## config.mk

```make
export PLATFORM = sky130hd
export DESIGN_NAME = tail_light_pattern_monitor
export DESIGN_NICKNAME = d
export VERILOG_FILES = /design/src/rtl/tail_light_pattern_monitor.sv
export SDC_FILE = /design/constraint.sdc
export NUM_CORES = 1
export LEC_CHECK = 0
export ABC_AREA = 1
export BUFFER_PORTS_ARGS = -buffer_cell sky130_fd_sc_hd__buf_4
export CAP_MARGIN = 0
export CORE_MARGIN = 4
export CORE_UTILIZATION = 36
export DETAILED_ROUTE_END_ITERATION = 7
export PLACE_DENSITY = 0.53
export SLEW_MARGIN = 20
export SYNTH_ARGS = -nofsm -noshare
export SYNTH_HDL_FRONTEND = slang
export SYNTH_SLANG_ARGS = --single-unit
```

## constraint.sdc

```tcl
create_clock -name clk -period 4.1 [get_ports clk]
set_input_delay 0.41 -clock clk [delete_from_list [all_inputs] [get_ports clk]]
set_output_delay 0.41 -clock clk [all_outputs]
set_load 0.02 [all_outputs]
```

## src/rtl/tail_light_pattern_monitor.sv

```systemverilog
// Receive-side decoder for the Mustang tail-light buses: recovers per-side mode, sequence-done pulses and sticky faults.
// Optional per-state sequence timeout is enabled by defining TLC_MON_TIMEOUT_EN.

module tail_light_side_fsm #(
   parameter int unsigned IDLE_CYCLES   = 8,
   parameter int unsigned STEADY_CYCLES = 8,
   parameter int unsigned SEQ_TIMEOUT   = 4
) (
   input  logic       clk,
   input  logic       rst_n,
   input  logic [0:2] tl,
   input  logic       fault_clr,
   output logic [1:0] mode,
   output logic       seq_done,
   output logic       fault
);

   localparam int unsigned MAX_AB = (IDLE_CYCLES > STEADY_CYCLES) ? IDLE_CYCLES : STEADY_CYCLES;
   localparam int unsigned MAX_P  = (MAX_AB > SEQ_TIMEOUT) ? MAX_AB : SEQ_TIMEOUT;
   localparam int unsigned CNT_W  = $clog2(MAX_P + 1);

   localparam logic [1:0] MODE_OFF        = 2'b00;
   localparam logic [1:0] MODE_TURN       = 2'b01;
   localparam logic [1:0] MODE_BRAKE      = 2'b10;
   localparam logic [1:0] MODE_BRAKE_TURN = 2'b11;

   typedef enum logic [2:0] {
      S_IDLE, S_T1, S_T2, S_T3, S_HOLD, S_B1, S_B2, S_FLT
   } state_e;

   state_e             state_q, state_d;
   logic [0:2]         sample_q;
   logic [CNT_W-1:0]   idle_cnt_q, idle_cnt_d;
   logic [CNT_W-1:0]   hold_cnt_q, hold_cnt_d;
   logic [1:0]         mode_q, mode_d;
   logic               seq_done_q, seq_done_d;
   logic               fault_q, fault_d;
`ifdef TLC_MON_TIMEOUT_EN
   logic [CNT_W-1:0]   seq_cnt_q, seq_cnt_d;
`endif

   always_ff @(posedge clk or negedge rst_n) begin
      if (!rst_n) begin
         sample_q   <= 3'b000;
         state_q    <= S_IDLE;
         idle_cnt_q <= '0;
         hold_cnt_q <= '0;
         mode_q     <= MODE_OFF;
         seq_done_q <= 1'b0;
         fault_q    <= 1'b0;
`ifdef TLC_MON_TIMEOUT_EN
         seq_cnt_q  <= '0;
`endif
      end else begin
         sample_q   <= tl;
         state_q    <= state_d;
         idle_cnt_q <= idle_cnt_d;
         hold_cnt_q <= hold_cnt_d;
         mode_q     <= mode_d;
         seq_done_q <= seq_done_d;
         fault_q    <= fault_d;
`ifdef TLC_MON_TIMEOUT_EN
         seq_cnt_q  <= seq_cnt_d;
`endif
      end
   end

   // Next state, counters and registered outputs, all driven by the sampled pattern
   always_comb begin
      state_d    = state_q;
      idle_cnt_d = '0;
      hold_cnt_d = '0;
      mode_d     = mode_q;
      seq_done_d = 1'b0;
`ifdef TLC_MON_TIMEOUT_EN
      seq_cnt_d  = '0;
`endif

      case (state_q)
         S_IDLE: begin
            if (sample_q == 3'b001)      state_d = S_T1;
            else if (sample_q == 3'b111) state_d = S_HOLD;
            else if (sample_q != 3'b000) state_d = S_FLT;
         end
         S_T1: begin
            if (sample_q == 3'b011)      state_d = S_T2;
            else if (sample_q != 3'b001) state_d = S_FLT;
         end
         S_T2: begin
            if (sample_q == 3'b111)      state_d = S_T3;
            else if (sample_q != 3'b011) state_d = S_FLT;
         end
         S_T3: begin
            if (sample_q == 3'b000) begin
               state_d    = S_IDLE;
               seq_done_d = 1'b1;
               mode_d     = MODE_TURN;
            end else if (sample_q != 3'b111) begin
               state_d = S_FLT;
            end
         end
         S_HOLD: begin
            if (sample_q == 3'b110)      state_d = S_B1;
            else if (sample_q == 3'b000) state_d = S_IDLE;
            else if (sample_q != 3'b111) state_d = S_FLT;
         end
         S_B1: begin
            if (sample_q == 3'b100)      state_d = S_B2;
            else if (sample_q != 3'b110) state_d = S_FLT;
         end
         S_B2: begin
            if (sample_q == 3'b000) begin
               state_d    = S_IDLE;
               seq_done_d = 1'b1;
               mode_d     = MODE_BRAKE_TURN;
            end else if (sample_q != 3'b100) begin
               state_d = S_FLT;
            end
         end
         default: begin
            if (sample_q == 3'b000) state_d = S_IDLE;
         end
      endcase

`ifdef TLC_MON_TIMEOUT_EN
      // Dwelling too long in one sequence state is treated as a stuck bus
      if ((state_q inside {S_T1, S_T2, S_T3, S_B1, S_B2}) && (state_d == state_q)) begin
         if (seq_cnt_q >= CNT_W'(SEQ_TIMEOUT)) state_d = S_FLT;
         else                                  seq_cnt_d = seq_cnt_q + CNT_W'(1);
      end
`endif

      if (state_d == S_IDLE) begin
         if (state_q != S_IDLE)                        idle_cnt_d = CNT_W'(1);
         else if (idle_cnt_q < CNT_W'(IDLE_CYCLES))    idle_cnt_d = idle_cnt_q + CNT_W'(1);
         else                                          idle_cnt_d = idle_cnt_q;
         if (state_q == S_IDLE && idle_cnt_d >= CNT_W'(IDLE_CYCLES)) mode_d = MODE_OFF;
      end

      if (state_d == S_HOLD) begin
         if (state_q != S_HOLD)                        hold_cnt_d = CNT_W'(1);
         else if (hold_cnt_q < CNT_W'(STEADY_CYCLES))  hold_cnt_d = hold_cnt_q + CNT_W'(1);
         else                                          hold_cnt_d = hold_cnt_q;
         if (hold_cnt_d >= CNT_W'(STEADY_CYCLES)) mode_d = MODE_BRAKE;
      end

      // A new fault outranks a simultaneous clear
      fault_d = (fault_q & ~fault_clr) | ((state_d == S_FLT) && (state_q != S_FLT));
   end

   assign mode     = mode_q;
   assign seq_done = seq_done_q;
   assign fault    = fault_q;

endmodule

module tail_light_pattern_monitor #(
   parameter int unsigned IDLE_CYCLES   = 8,
   parameter int unsigned STEADY_CYCLES = 8,
   parameter int unsigned SEQ_TIMEOUT   = 4
) (
   input  logic       clk,
   input  logic       rst_n,
   input  logic [0:2] right_tl,
   input  logic [0:2] left_tl,
   input  logic       fault_clr,
   output logic [1:0] right_mode,
   output logic [1:0] left_mode,
   output logic       right_seq_done,
   output logic       left_seq_done,
   output logic       right_fault,
   output logic       left_fault
);

   tail_light_side_fsm #(
      .IDLE_CYCLES  (IDLE_CYCLES),
      .STEADY_CYCLES(STEADY_CYCLES),
      .SEQ_TIMEOUT  (SEQ_TIMEOUT)
   ) u_right (
      .clk      (clk),
      .rst_n    (rst_n),
      .tl       (right_tl),
      .fault_clr(fault_clr),
      .mode     (right_mode),
      .seq_done (right_seq_done),
      .fault    (right_fault)
   );

   tail_light_side_fsm #(
      .IDLE_CYCLES  (IDLE_CYCLES),
      .STEADY_CYCLES(STEADY_CYCLES),
      .SEQ_TIMEOUT  (SEQ_TIMEOUT)
   ) u_left (
      .clk      (clk),
      .rst_n    (rst_n),
      .tl       (left_tl),
      .fault_clr(fault_clr),
      .mode     (left_mode),
      .seq_done (left_seq_done),
      .fault    (left_fault)
   );

endmodule
```

---- After elaboration in Yosys (flattened, before gate mapping) ----
Index checks and enable logic that the tools add are counted.
cells by class
  add/subtract/negate cells ............... 4
  magnitude comparators ................... 8
  equality and inequality tests ........... 40
  multiplexer cells ....................... 66
  bitwise operators ....................... 5
  reduce and logical (&&, ||, !) cells .... 16
operators by type and width
  operator               count
  $mux W3                30
  $mux W4                16
  $eq A3 B3 Y1 const B   16
  $pmux W3 S7            2
  $ne A3 B3 Y1 const B   10
  $mux W2                12
  $eq A3 B2 Y1 const B   6
  $logic_not A3 Y1       6
  $add A4 B1 Y4 const B  4
  $ge A4 B4 Y1 const B   4
  $lt A4 B4 Y1 const B   4
  $eq A3 B1 Y1 const B   4
  $reduce_bool A3 Y1     4
  $pmux W2 S2            2
  $ne A3 B1 Y1 const B   2
  $ne A3 B2 Y1 const B   2
  $logic_and A1 B1 Y1    4
  $mux W1                4
  $reduce_or A2 Y1       2
  $and A1 B1 Y1          2
  $or A1 B1 Y1           2
  $not A1 Y1             1
word-level totals
  bits in registers ....................... 36
  output and inout bits ................... 8
  word-level logic and storage cells ...... 153

---- Longest topological paths before layout ----
Gate-level depths: netlist of run 1.
  depth after elaboration ................. 13
  gate-level depth with buffers ........... 13
  depth with buffers taken out ............ 12

---- Cells and area by module ----
A second synthesis of run 1 with hierarchy kept.
unflattened totals
  cells, all modules ...................... 282
  area, all modules ....................... 2369.8 µm²
modules (own cells, without submodules)
  module               times used  cells an instance  area each (µm²)
  tail_light_side_fsm  2           141                1184.9

---- Worst setup path after synthesis of run 1 ----
Ideal clock, no wire load.
  kind .................................... flip-flop to flip-flop
  start ................................... register u_left.sample_q[2] (netlist name)
  end ..................................... register u_left.mode_q[1] (netlist: u_left.mode[1])
  data arrival time ....................... 1442 ps
  required time ........................... 3975 ps
  path slack .............................. 2533 ps
  stages on the path, launching flop included .. 12
  buffers on the path ..................... 1
  path through ............................ dfrtp_1 -> buf_6 -> nor2_4 -> nand2_4 -> nand2_1 -> nand2_1 -> nor2_1 -> nand2_1 -> nor2_4 -> nand2_1 -> nor2_2 -> o21ai_1
between the ends
  word-level cells in the longest chain between the ends .. 9
  elaborated cells between the ends (all ways) .. 37
ends and longest elaborated chain
  element                                                    line         source
  start, declared                                            32           logic [0:2] sample_q;
  start signal, assigned                                     55           sample_q <= tl;
  $ne A3 B3 Y1 / $reduce_bool A3 Y1 (equally long branches)  98, 105, 83
  $mux W3, on equally long branches                          98, 105, 83
  $mux W3, on equally long branches                          94, 82
  $mux W3, on equally long branches                          103, 81
  $pmux W3 S7                                                79           case (state_q)
  $logic_not A3 Y1                                           133          if (state_d == S_IDLE) begin
  $mux W2                                                    133
  $mux W2                                                    144          if (hold_cnt_d >= CNT_W'(STEADY_CYCLES)) mode_d = MODE_BRAKE;
  $mux W2 *                                                  140          if (state_d == S_HOLD) begin
  via u_left.mode_d[1]                                       35           logic [1:0] mode_q, mode_d;
  end signal, assigned                                       59           mode_q <= mode_d;
  end, declared                                              35
The timed path passes the listed nets; every way through them passes the cells marked *.

---- Worst setup path after layout of run 1 ----
Ends and elaborated chain as after synthesis.

==> summary.txt, run 1 <==
Inserted Clock Buffers: 5
Nets: 319
post-synth top area share: 41.0%
Power Dens Cells: 666 nW/um^2
Clock Skews: 0.00519 ns
Clock Latency Late Sink: 0.27 ns
WL per Instance: 11.4 um
Max Cap Viol: 0
total routed wirelength: 4350 um
post-synthesis cell count: 286
Synth area leader: dfrtp_1
Leakage: 1.26 nW
# IOs: 17
iteration count of the initial detailed-routing pass: 4
layout cells sized above 1: 19.2%
GRT overflow: 0
final core occ: 41.7%
NetSw: 780 uW
Initial DRC Count: 94
CP max FO: 10
unrepaired setup endpoints after global routing: false
Die H: 86.1 um
HP Class: in2async
Buf+Inv Stages, Crit Path: 0
via count: 1,821
met3 WL post-DR: 182 um
CTS Hold Bufs: 0
Non-Filler Instances: 382
Total Routing Usage GR: 13.4%
Remaining DRCs: 0
Site Rows: 28
cell family with most CP delay: simple AND/OR/NAND/NOR gates
CTS tree: done
crit-path cells: nor2_4 > nand2_4 > nand2_1 > nand2_1 > nor2_1 > nand2_1 > nor2_4 > nand2_1 > nor2_2 > o21ai_1
Worst Path Required: 4.26 ns
fmax: 547 MHz
Die ar.: 7410 um^2
setup TNS: 0 ns
Clock power frac: 15.3%
Int Pwr: 867 uW
Slew headroom: 68.6%
core footprint: 5920 um^2
most frequent CP cell: nand2_1
routed vias/inst: 4.77
largest net degree at the start of global routing: 37
synthesized flop and latch total: 36
Worst Max-Slew Pin Slew: 0.472 ns
Startpoint Class: register
Root Buffer: clkbuf_8
PostCTS Resize Cnt: 0
Crit-path slowest cell: dfrtp_1
RePlAce Congestion: 0.851
Worst-path clk slew: 0.07 ns
Hold WS: 0.0967 ns
H-tree Lvls: 2
Final setup viols: 0
I/O Buffers: 16
sw frac: 47.4%
Syn. warnings: 0
Mean Syn Cell Area: 7.67 um^2
Post-Place Cells: 374
synth unique cells: 31
CTS max path bufs: 2
combinational share of power: 53.4%
highest routed layer: met4
Syn Std Cell Area: 2190 um^2
Initial Util: 37.1%
die width: 86.1 um
VDD IR max: 0.000257 V
Seq pwr share: 31.3%
vias in the first global route: 1,776
Overall Power: 1.65 mW
CP Capture Type: register
top post-synthesis cells by area: dfrtp_1 (41%), nand2_1 (13%), inv_1 (5.8%)
post-synthesis sequential area ratio: 41.0%
Tcrit/Tclk final: 44.6%
first-pass GRT wire length: 8050 um
DR WL met2: 1910 um
area delta synth->final: 12.6%
CP arrival: 1.99 ns
diode count: 0
Clock Sinks: 36
crit path time final: 1.83 ns
WS Path Type: reg2reg
status: finished, final reports clean
initial antenna violation count: 0
antenna-violating nets left: 0
M1 WL: 2220 um
detailed placement HPWL: 3490 um
Synth Net Count: 299
fin. max-slew vios: 0
final hold viol count: 0
max incr delay on CP: 0.51 ns
Post-CTS Setup Bufs: 0
cells in the mapped netlist:
cell type,number
nand2_4,2
a31oi_1,5
o21ai_0,11
nand2_1,75
nand3_4,2
nor2_1,33
nor2_4,6
nor3_1,3
inv_1,34
nand3_2,5
mux2i_1,1
o21ai_1,3
dfrtp_1,36
o31ai_1,1
buf_6,2
nor2_8,1
nor3_4,1
nor2_2,4
nand3b_1,1
o31a_1,1
ha_1,4
xor2_1,4
nand2_2,3
buf_2,1
nand3_1,23
inv_2,8
o22ai_1,1
a21oi_1,5
or2_2,4
nand4_1,5
nor3_2,1
power groups by stage:
stage | combinational (mW) | clock (mW) | sequential (mW)
detailed placement | 0.889 | 0 | 0.523
floorplan | 0.686 | 0 | 0.528
global placement | 0.891 | 0 | 0.521
finish | 0.879 | 0.253 | 0.515
global route | 1.01 | 0.285 | 0.529
CTS | 0.893 | 0.264 | 0.516
logic make-up (layout without fill, tap and decap cells):
group                      after synthesis  after routing  share of synthesized area (%)
xor gates and xnor gates                 4              4                           1.60
buffers and inverters                   45             66                           8.44
adders and majority gates                4              4                           2.28
muxes                                    1              1                          0.456
and+or+nand+nor                        169            169                           39.4
DFF                                     36             36                           41.0
AOI/OAI and AO/OA                       27             27                           6.78
final timing paths:
check / start / end / slack (ns) / cells after the start
worst max-delay path: u_left.sample_q[2] / u_left.mode[1] / 2.27 / 10
worst min-delay path: rst_n / u_right.state_q[1] / 0.1 / 1
worst max register to register: u_left.sample_q[2] / u_left.mode[1] / 2.27 / 10
worst min register to register: u_left.fault / u_left.fault / 0.49 / 2
max in group asynchronous: rst_n / u_right.idle_cnt_q[2] / 3.68 / 1
min in group clk: right_tl[1] / u_right.sample_q[1] / 0.24 / 1
state kept, by name (all words and copies together), names as in the netlist, 2 cells and up:
| signal | flops |
|---|---|
| u_left.hold_cnt_q | 4 |
| u_left.idle_cnt_q | 4 |
| u_left.mode | 2 |
| u_left.sample_q | 3 |
| u_left.state_q | 3 |
| u_right.hold_cnt_q | 4 |
| u_right.idle_cnt_q | 4 |
| u_right.mode | 2 |
| u_right.sample_q | 3 |
| u_right.state_q | 3 |
metrics by stage:
step / setup slack, ns / area, um^2
2_1_floorplan: 2.53 / 2190
3_3_place_gp: 2.28 / 2380
3_5_place_dp: 2.26 / 2380
4_1_cts: 2.25 / 2470
5_1_grt: 2.05 / 2470
6_report: 2.27 / 2470
cells in the final DEF (no fill, tap or decap), types with 3 or more instances in the layout:
master	synthesis	layout
buf_4	0	16
nand3_2	5	5
xor2_1	4	4
nand2_2	3	3
dfrtp_1	36	36
nand4_1	5	5
a31oi_1	5	5
nor2_1	33	33
nand2_1	75	75
nor3_1	3	3
inv_1	34	34
inv_2	8	8
a21oi_1	5	5
o21ai_1	3	3
or2_2	4	4
o21ai_0	11	11
nand3_1	23	23
clkbuf_8	0	6
nor2_4	6	6
nor2_2	4	4
ha_1	4	4
cell type report:
| type | instances | area [um^2] |
|---|---|---|
| well taps | 75 | 93.8 |
| fillers | 611 | 3450 |
| inverters | 42 | 158 |
| flip-flops and latches | 36 | 901 |
| clock buffers | 8 | 90.1 |
| repair buffers | 16 | 120 |
| multi-input cells | 205 | 1110 |
per-layer routing:
layer	up-vias	GRT usage, %
li1	954	-
met1	830	19.7
met2	31	19.8
met3	6	2.79
met4	0	3.74
met5	-	0
Note: power is estimated with default switching activity, not from simulation.
==> run 2: changes to the inputs <==
PLACE_DENSITY = 0.55   (was 0.53)
clock period = 1.55 ns   (was 4.1 ns; I/O delays follow)
==> run 2 against run 1 <==
  * The run now ends with setup timing left
  * Total power rose to 3.8 times the previous value
  * First-iteration DRC count is 21% lower
  * Worst hold slack improved by 0.023 ns
  * Cell count grew 15%
  * Clock-buffer cell count fell by 3
  * Clock power rose to 4.5 times the previous value
  * Critical path type unchanged
  * Largest cell class unchanged
==> summary.txt, run 2 (same netlist as run 1, synthesis figures left out) <==
Remaining DRCs: 0
iteration count of the initial detailed-routing pass: 4
reg2reg path depth: 9
worst slack, placed: -0.172 ns
CTS tree: done
WL per Instance: 11.6 um
failing checks: setup timing
RR Endpoint: u_left.mode[0]
Inserted Clock Buffers: 5
Worst-path clk slew: 0.08 ns
crit path time final: 1.65 ns
Setup WS post-layout: -0.0969 ns
most frequent cells in the layout: buf_4 (65), nand2_1 (64), inv_1 (29), dfrtp_1 (29), nor2_1 (21)
area delta synth->final: 43.2%
via count: 2,036
layout cells sized above 1: 43.7%
GRT overflow: 0
most common cell after layout, fill and taps aside: buf_4
Post-Place Cells: 406
first-pass GRT wire length: 8600 um
Hold EP: u_right.fault
CP max FO: 5
fillers: 555
R2R Setup Slk: -0.1 ns
Crit-path slowest cell: dfrtp_2
final hold viol count: 0
Die H: 86.1 um
total routed wirelength: 5090 um
Total Routing Usage GR: 14.4%
HP Class: in2reg
Nets: 376
Final setup viols: 20
status: finished with violations
Initial DRC Count: 74
Leakage: 1.57 nW
Tcrit/Tclk final: 106%
Hold Path Stages: 4
Clock Latency Late Sink: 0.28 ns
unrepaired setup endpoints after global routing: true
hold path startpoint: fault_clr
vias in the first global route: 1,981
RePlAce Congestion: 0.868
I/O Buffers: 16
CP Capture Type: register
Worst R2R Start: u_left.sample_q[2]
# IOs: 17
max incr delay on CP: 0.45 ns
Die ar.: 7410 um^2
fmax: 607 MHz
Clock Sinks: 36
Slew headroom: 69.2%
Root Buffer: clkbuf_8
diode count: 0
fin. max-slew vios: 0
most frequent CP cell: nor2_4
CTS max path bufs: 2
detailed placement HPWL: 3600 um
routed vias/inst: 4.64
die width: 86.1 um
largest net degree at the start of global routing: 37
Hold WS: 0.120 ns
Overall Power: 6.19 mW
Power Dens Cells: 1970 nW/um^2
CP arrival: 1.83 ns
H-tree Lvls: 2
Clock Skews: 0.00749 ns
final core occ: 53.1%
VDD IR max: 0.000864 V
Worst Path Required: 1.74 ns
Initial Util: 37.1%
Site Rows: 28
WS Path Type: reg2reg
initial antenna violation count: 0
Non-Filler Instances: 439
Worst Max-Slew Pin Slew: 0.462 ns
Startpoint Class: register
core footprint: 5920 um^2
crit-path cells: nor2_4 > nand2_4 > buf_4 > nand2_2 > nand3_2 > nor2_4 > nand4_1 > nand2_1 > nor2_1
Max Cap Viol: 0
antenna-violating nets left: 0
[run 2: cell types whose count changed in the layout (fill, tap and decap cells not counted), sizes merged]
cell | previous run | this run
buf | 16 | 66
dlygate4sd3 | 0 | 7
bufinv | 0 | 3
clkbuf | 8 | 5
[run 2: metrics by stage]
| step | setup TNS (ns) | area, um^2 |
|---|---|---|
| after floorplan | -0.0186 | 2210 |
| after global placement | -1.24 | 2630 |
| after detailed placement | -1.64 | 2630 |
| after CTS | -0.576 | 3040 |
| after global routing | -3.92 | 3140 |
| final | -0.931 | 3140 |
[run 2: worst max path at each step]
stage,from,to,cells after the start
after detailed placement,u_left.sample_q[1],u_left.mode[1],10
after global routing,u_right.sample_q[1],u_right.mode[0],10
after floorplan,u_left.sample_q[1],u_left.mode[1],11
final,u_left.sample_q[2],u_left.mode[0],9
after global placement,u_left.sample_q[1],u_left.mode[1],10
after CTS,u_right.sample_q[1],u_right.mode[0],12
[run 2: layout make-up]
type / count / area, um^2 / share of cell area [%]
Multi-Input combinational cell: 205 / 1250 / 39.8
Sequential cell: 36 / 910 / 28.9
Timing Repair Buffer: 73 / 569 / 18.1
Inverter: 42 / 160 / 5.10
Tap cell: 75 / 93.8 / 2.99
Clock inverter: 3 / 90.1 / 2.87
Clock buffer: 5 / 68.8 / 2.19
[run 2: what timing repair did]
action	in CTS	in global routing
hold buffers	7	0
setup buffers	13	5
gates resized for setup	33	23
pin swaps	14	9
endpoints found under the hold margin	42	0
setup endpoints to repair	22	24
[run 2: layer usage]
layer / part of all wire (%) / GRT usage, % / vias to the layer above
met5: 0 / 0 / -
met4: 0.79 / 4.17 / 0
met3: 4.0 / 4.03 / 4
met2: 48 / 23.3 / 37
met1: 47 / 18.8 / 930
li1: - / - / 1065
[run 2: worst max-delay path, delay by kind of cell, from the launching register on]
kind                   cells  cell delay (ns)
buffers and inverters      1             0.14
DFF                        1             0.45
and+or+nand+nor            8             0.96
[run 2: power breakdown]
group	switching [mW]	leakage (nW)	internal (mW)
registers	0.231	0.451	1.15
logic	2.01	1.05	1.65
clock network	0.343	0.0784	0.805
total	2.58	1.57	3.61
